### config.mk
export PLATFORM = sky130hd
export DESIGN_NAME = sprite_compositor
export DESIGN_NICKNAME = d
export VERILOG_FILES = /design/src/rtl/sprite_compositor_pkg.sv /design/src/rtl/sprite_compositor_flash.sv /design/src/rtl/sprite_compositor.sv
export SDC_FILE = /design/constraint.sdc
export NUM_CORES = 1
export LEC_CHECK = 0
export ABC_AREA = 1
export CAP_MARGIN = 20
export CORE_MARGIN = 2
export CORE_UTILIZATION = 45
export CTS_CLUSTER_SIZE = 30
export DETAILED_ROUTE_END_ITERATION = 6
export GPL_ROUTABILITY_DRIVEN = 0
export GPL_TIMING_DRIVEN = 0
export PLACE_DENSITY = 0.77
export REMOVE_ABC_BUFFERS = 1
export SYNTH_ARGS = -nofsm -noshare
export SYNTH_HDL_FRONTEND = slang
export SYNTH_SLANG_ARGS = --single-unit
### constraint.sdc
create_clock -name clk -period 2.35 [get_ports clk]
set_input_delay 0.705 -clock clk [delete_from_list [all_inputs] [get_ports clk]]
set_output_delay 0.705 -clock clk [all_outputs]
set_load 0.02 [all_outputs]
### src/rtl/sprite_compositor_pkg.sv
// Shared constants, flash FSM state type and the
// box/rectangle hit tests used by sprite_compositor.
package sprite_compositor_pkg;

  localparam logic [7:0] RED         = 8'hE0;
  localparam logic [7:0] YELLOW      = 8'hFC;
  localparam logic [7:0] BG_COLOR    = 8'hFB;
  localparam logic [7:0] FLASH_COLOR = 8'hFF;
  localparam logic [7:0] BLANK       = 8'h00;

  localparam logic [3:0] ST_ATTACK_END  = 4'd4;
  localparam logic [3:0] ST_ATTACK_PULL = 4'd5;

  // Coordinates are zero-extended to this width for the tests
  localparam int CMAX = 16;
  typedef logic [CMAX-1:0] coord_t;

  typedef enum logic {
    FL_IDLE,
    FL_FLASH
  } flash_st_e;

  function automatic logic in_rect(
    input coord_t px,
    input coord_t py,
    input coord_t ox,
    input coord_t oy,
    input coord_t w,
    input coord_t h
  );
    logic [CMAX:0] xe;
    logic [CMAX:0] ye;
    xe = {1'b0, ox} + {1'b0, w};
    ye = {1'b0, oy} + {1'b0, h};
    return (px >= ox) && ({1'b0, px} < xe) &&
           (py >= oy) && ({1'b0, py} < ye);
  endfunction

  function automatic logic on_border(
    input coord_t px,
    input coord_t py,
    input coord_t x1,
    input coord_t x2,
    input coord_t y1,
    input coord_t y2
  );
    logic in_x;
    logic in_y;
    in_x = (px >= x1) && (px <= x2);
    in_y = (py >= y1) && (py <= y2);
    return ((px == x1 || px == x2) && in_y) ||
           ((py == y1 || py == y2) && in_x);
  endfunction

endpackage

### src/rtl/sprite_compositor_flash.sv
// Per-player hit-flash FSM; hits are deferred to the
// next frame_start so the flash never tears mid-frame.
module hit_flash_fsm
  import sprite_compositor_pkg::*;
#(
  parameter int FLASH_FRAMES = 30,
  parameter int FLASH_SHIFT  = 2
) (
  input  logic clk,
  input  logic rst_n,
  input  logic frame_start,
  input  logic hit_pulse,
  output logic flash_phase
);

  flash_st_e  st_q, st_d;
  logic [7:0] cnt_q, cnt_d;
  logic       pend_q, pend_d;

  always_comb begin
    st_d   = st_q;
    cnt_d  = cnt_q;
    pend_d = pend_q | hit_pulse;
    if (frame_start) begin
      // a coincident hit waits for the next frame
      pend_d = hit_pulse;
      if (pend_q) begin
        st_d  = FL_FLASH;
        cnt_d = 8'(FLASH_FRAMES);
      end else if (st_q == FL_FLASH) begin
        cnt_d = cnt_q - 8'd1;
        if (cnt_q == 8'd1) st_d = FL_IDLE;
      end
    end
  end

  always_ff @(posedge clk or negedge rst_n) begin
    if (!rst_n) begin
      st_q   <= FL_IDLE;
      cnt_q  <= '0;
      pend_q <= 1'b0;
    end else begin
      st_q   <= st_d;
      cnt_q  <= cnt_d;
      pend_q <= pend_d;
    end
  end

  assign flash_phase = (st_q == FL_FLASH) & cnt_q[FLASH_SHIFT];

endmodule

### src/rtl/sprite_compositor.sv
// Two-stage pixel compositor: sprites, hit/hurt box
// outlines and background, with per-player hit flash.
module sprite_compositor
  import sprite_compositor_pkg::*;
#(
  parameter int NUM_PLAYERS  = 2,
  parameter int COORD_W      = 10,
  parameter int COLOR_W      = 8,
  parameter int FLASH_FRAMES = 30,
  parameter int FLASH_SHIFT  = 2
) (
  input  logic                           clk,
  input  logic                           rst_n,
  input  logic                           frame_start,
  input  logic                           pix_valid,
  input  logic [COORD_W-1:0]             pix_x,
  input  logic [COORD_W-1:0]             pix_y,
  input  logic [NUM_PLAYERS*COORD_W-1:0] spr_x,
  input  logic [NUM_PLAYERS*COORD_W-1:0] spr_y,
  input  logic [NUM_PLAYERS*COORD_W-1:0] spr_w,
  input  logic [NUM_PLAYERS*COORD_W-1:0] spr_h,
  input  logic [NUM_PLAYERS*COLOR_W-1:0] spr_data,
  input  logic [NUM_PLAYERS-1:0]         spr_vis,
  input  logic [NUM_PLAYERS*4*COORD_W-1:0] hurt_box,
  input  logic [NUM_PLAYERS*4*COORD_W-1:0] hit_box,
  input  logic [NUM_PLAYERS*4-1:0]       player_state,
  input  logic [NUM_PLAYERS-1:0]         hit_pulse,
  input  logic                           debug_en,
  output logic [COLOR_W-1:0]             color_out,
  output logic                           color_valid
);

  localparam int NP = NUM_PLAYERS;
  localparam int W  = COORD_W;
  localparam int B  = 4 * COORD_W;

  logic [NP-1:0] phase;

  for (genvar g = 0; g < NP; g++) begin : g_fsm
    hit_flash_fsm #(
      .FLASH_FRAMES (FLASH_FRAMES),
      .FLASH_SHIFT  (FLASH_SHIFT)
    ) u_fsm (
      .clk         (clk),
      .rst_n       (rst_n),
      .frame_start (frame_start),
      .hit_pulse   (hit_pulse[g]),
      .flash_phase (phase[g])
    );
  end

  logic [NP-1:0] red_d, yel_d, hurt_d, spr_d;
  logic [NP-1:0] red_q, yel_q, hurt_q, spr_q, fl_q;
  logic [NP*COLOR_W-1:0] data_q;
  logic                  vld_q;
  logic [COLOR_W-1:0]    col, color_d;

  always_comb begin
    red_d  = '0;
    yel_d  = '0;
    hurt_d = '0;
    spr_d  = '0;
    for (int i = 0; i < NP; i++) begin
      if (on_border(coord_t'(pix_x), coord_t'(pix_y),
                    coord_t'(hit_box[i*B+3*W +: W]),
                    coord_t'(hit_box[i*B+2*W +: W]),
                    coord_t'(hit_box[i*B+W +: W]),
                    coord_t'(hit_box[i*B +: W]))) begin
        red_d[i] = player_state[i*4 +: 4] == ST_ATTACK_END;
        yel_d[i] = player_state[i*4 +: 4] == ST_ATTACK_PULL;
      end
      hurt_d[i] = debug_en &&
        on_border(coord_t'(pix_x), coord_t'(pix_y),
                  coord_t'(hurt_box[i*B+3*W +: W]),
                  coord_t'(hurt_box[i*B+2*W +: W]),
                  coord_t'(hurt_box[i*B+W +: W]),
                  coord_t'(hurt_box[i*B +: W]));
      spr_d[i] = spr_vis[i] &&
        in_rect(coord_t'(pix_x), coord_t'(pix_y),
                coord_t'(spr_x[i*W +: W]),
                coord_t'(spr_y[i*W +: W]),
                coord_t'(spr_w[i*W +: W]),
                coord_t'(spr_h[i*W +: W]));
    end
  end

  always_ff @(posedge clk or negedge rst_n) begin
    if (!rst_n) begin
      red_q  <= '0;
      yel_q  <= '0;
      hurt_q <= '0;
      spr_q  <= '0;
      fl_q   <= '0;
      data_q <= '0;
      vld_q  <= 1'b0;
    end else begin
      red_q  <= red_d;
      yel_q  <= yel_d;
      hurt_q <= hurt_d;
      spr_q  <= spr_d;
      fl_q   <= phase;
      data_q <= spr_data;
      vld_q  <= pix_valid;
    end
  end

  // Later assignments win: weakest rule first,
  // and within a rule the highest index first.
  always_comb begin
    col = COLOR_W'(BG_COLOR);
    for (int i = NP - 1; i >= 0; i--)
      if (spr_q[i])
        col = fl_q[i] ? COLOR_W'(FLASH_COLOR)
                      : data_q[i*COLOR_W +: COLOR_W];
    for (int i = NP - 1; i >= 0; i--)
      if (hurt_q[i]) col = COLOR_W'(YELLOW);
    for (int i = NP - 1; i >= 0; i--)
      if (yel_q[i]) col = COLOR_W'(YELLOW);
    for (int i = NP - 1; i >= 0; i--)
      if (red_q[i]) col = COLOR_W'(RED);
    color_d = vld_q ? col : COLOR_W'(BLANK);
  end

  always_ff @(posedge clk or negedge rst_n) begin
    if (!rst_n) begin
      color_out   <= '0;
      color_valid <= 1'b0;
    end else begin
      color_out   <= color_d;
      color_valid <= vld_q;
    end
  end

endmodule
==> out/metrics.cfg <==
[detailed_routing]
wl_per_cell_um = 16.0
drt_iter0_markers = 426
m1WireLength_mm = 14.1
remaining_drc_errors = 0
viasPerCell = 5.22
dr_wl_met3_mm = 1.85
drt-pass1-iter-count = 5
finalWirelength_mm = 33.6
top_layer_used = met5
ant_nets = 0
vias = 11000
wl_met2_mm = 16.1

[synth]
yosysSeqAreaShare_pct = 13.9
async_flop_share_pct = 100
synth.avg_cell_area_um2 = 6.88
ys_warn_count = 0
netlist_top_cells_count = inv_1 (307), nand2_1 (289), ha_1 (280)
postSynthCellCount = 1466
synth_cell_types = 34
synth-edff-count = 0
synthTopCellsByArea = ha_1 (35%), dfrtp_1 (14%), inv_1 (11%)
synth.largest_area_cell = ha_1
post_synth_instance_area_um2 = 10100
synth_top_area_share_pct = 34.7
ys_ff_latch = 56
yosysMostFrequentCell = inv_1
synth_flop_cell = dfrtp_1

[worst_setup_path]
crit_buf_inv = 3
worstSetupPathType = in -> reg
arrival_ps = 2920
cp-start-kind = input port
path_common_cell = nand2_1
crit_start = spr_w[3]
crit_path_end_kind = flop
crit_chain = clkdlybuf4s15_2 > ha_4 > buf_4 > nand2_1 > o21ai_2 > a21oi_2 > xor2_1 > ha_1 > nand2_2 > inv_2 > a21oi_2 > nand2_1 > nand2_1 > nand2_1 > nand2_1 > nand2_1 > nand2_2 > nand2_2 > nor2_4
cp_top_family = simple AND/OR/NAND/NOR gates
cp_max_fo = 3
r2r_start = hurt_q[0]
slowest_stage = ha_1
required_ps = 2570
critPathMaxStageDelay_ps = 310

[cts]
clk_pin_slew_ps = 70
holdBufCountCts = 0
cts_root_buf = clkbuf_16
h-tree-depth = 2
cts_max_path_buffers = 2
clock-sinks = 56
cts_buffers = 5
clkLatencyLatePin_ps = 290
cts_tree = built

[sta]
timing.slew.headroom_pct = 64.4
layout_min_cycle_time_ps = 2710
worstMarginPinSlew_ps = 534
setup-violations-final = 2
rsz0062_at_grt = yes
finalCritPeriodShare_pct = 115
final.setup_skew_ps = 4.53
finalSetupTns_ps = -649
fin_hold_ws_ps = 384
fmax_mhz = 370
slew_violations = 0
hold_viol_final = 0
setup_slack_ps = -356

[die]
start_util_pct = 46.1
ios = 302
die_h_um = 154
die_w_um = 154
core_area_um2 = 21900
die_area_um2 = 23600
placement_rows = 54

[cells_and_area]
fin_cells = 2099
syn_to_final_growth_pct = 44.5
fin_nets = 2394
postLayoutCoreUtil_pct = 66.6
drive_gt1_share_pct = 12.2
multi_input_area_um2 = 8200
fin_area_um2 = 14600
seq_area_um2 = 1400
fillers = 1863

[place]
place_ws_ps = -1340
dp_hpwl_mm = 26.2
io_buffers = 301
placed_cell_area_um2 = 13500
dp.cells = 2047

[grt]
grt_max_degree = 35
grt_use_total_pct = 27.6
grt_pass1_wl_mm = 53.1
antenna_found_initial = 2
grt_overflow = 0
grt_pass1_vias = 11000

[pwr]
ir_worst_vdd_mv = 0.305
finalPower_mw = 4.69
leakagePower_nw = 7.68
p_per_area_nw_per_um2 = 322

[run_status]
violations = setup timing
run_status = finished, violations left

[job]
drv_cap = 0

[worst_hold_path]
min_path_type = in -> async

[area by class of cell]
type	count	area share, %
diodes	1	0.0172
clock buffers	5	0.858
clock inverters	3	0.292
inverters	308	7.98
multi-input cells	1101	56.2
flip-flops and latches	56	9.61
well taps	280	2.40
repair buffers	345	22.6
[kinds of logic after synthesis]
logic type | synth area share (%)
and+or+nand+nor | 23.3
buffers and inverters | 11.6
DFF | 13.9
AOI/OAI and AO/OA | 12.9
adders and majority gates | 35.5
xor gates and xnor gates | 2.78
[flip-flops by register name (all words and copies together) (netlist names), 2 cells and up]
signal / cells
color_out: 8
data_q: 16
g_fsm.u_fsm.cnt_q: 16
red_q: 2
g_fsm.u_fsm.pend_q: 2
hurt_q: 2
spr_q: 2
yel_q: 2
fl_q: 2
g_fsm.u_fsm.st_q: 2
[per-layer routing]
metal | global-route usage [%] | vias up
met2 | 49.0 | 382
met1 | 34.0 | 4945
li1 | - | 5527
met5 | 0 | -
met4 | 11.0 | 2
met3 | 3.35 | 99
[report_power, final]
group          switching [mW]  internal (mW)  leakage, nW
clock network           0.340          0.501       0.0798
registers              0.0464           1.03        0.665
logic                    1.44           1.33         6.93
[cells in the final DEF, fill, tap and decap left out, drive strengths merged]
master and instances:
inv 306, nand2 295, ha 280, clkdlybuf4s50 230, nor2 137, a21oi 122
nand3 68, buf 66, dfrtp 56, o21ai 37, nand4 33, clkdlybuf4s15 30
xor2 21, o21a 19, o211ai 16, o21bai 13, nor3 13, dlygate4sd2 11
xnor2 11, clkbuf 11, a21o 7, nor4 6, a31oi 5, o22ai 4
fa 4, nand3b 3, clkinvlp 3, o31ai 2, o2111ai 2, dlymetal6s2s 2
diode 1, o41ai 1, or2 1, nor3b 1, clkinv 1, bufinv 1
[path summary, 6_finish.rpt]
path / to / cells after the start / slack, ps
min in group clk: color_valid / 0 / 450
hold / removal: color_out[0] / 1 / 380
setup reg to reg: color_out[5] / 6 / 890
hold reg to reg: color_valid / 0 / 450
max in group asynchronous: hurt_q[1] / 2 / 1410
setup / recovery: spr_q[0] / 19 / -360
[timing repair]
action,4_1_cts,5_1_grt
gates resized for setup,299,44
hold endpoints to repair,0,0
pin swaps,87,50
buffers inserted,37,6
setup endpoints to repair,8,8
[worst reg2reg max path: stages (launching register included)]
cell,delay (ps)
dfrtp_1,390
nor4_2,410
nand2_1,100
inv_1,140
o21ai_0,100
o21ai_0,160
inv_1,60
Note: power is estimated with default switching activity, not from simulation.
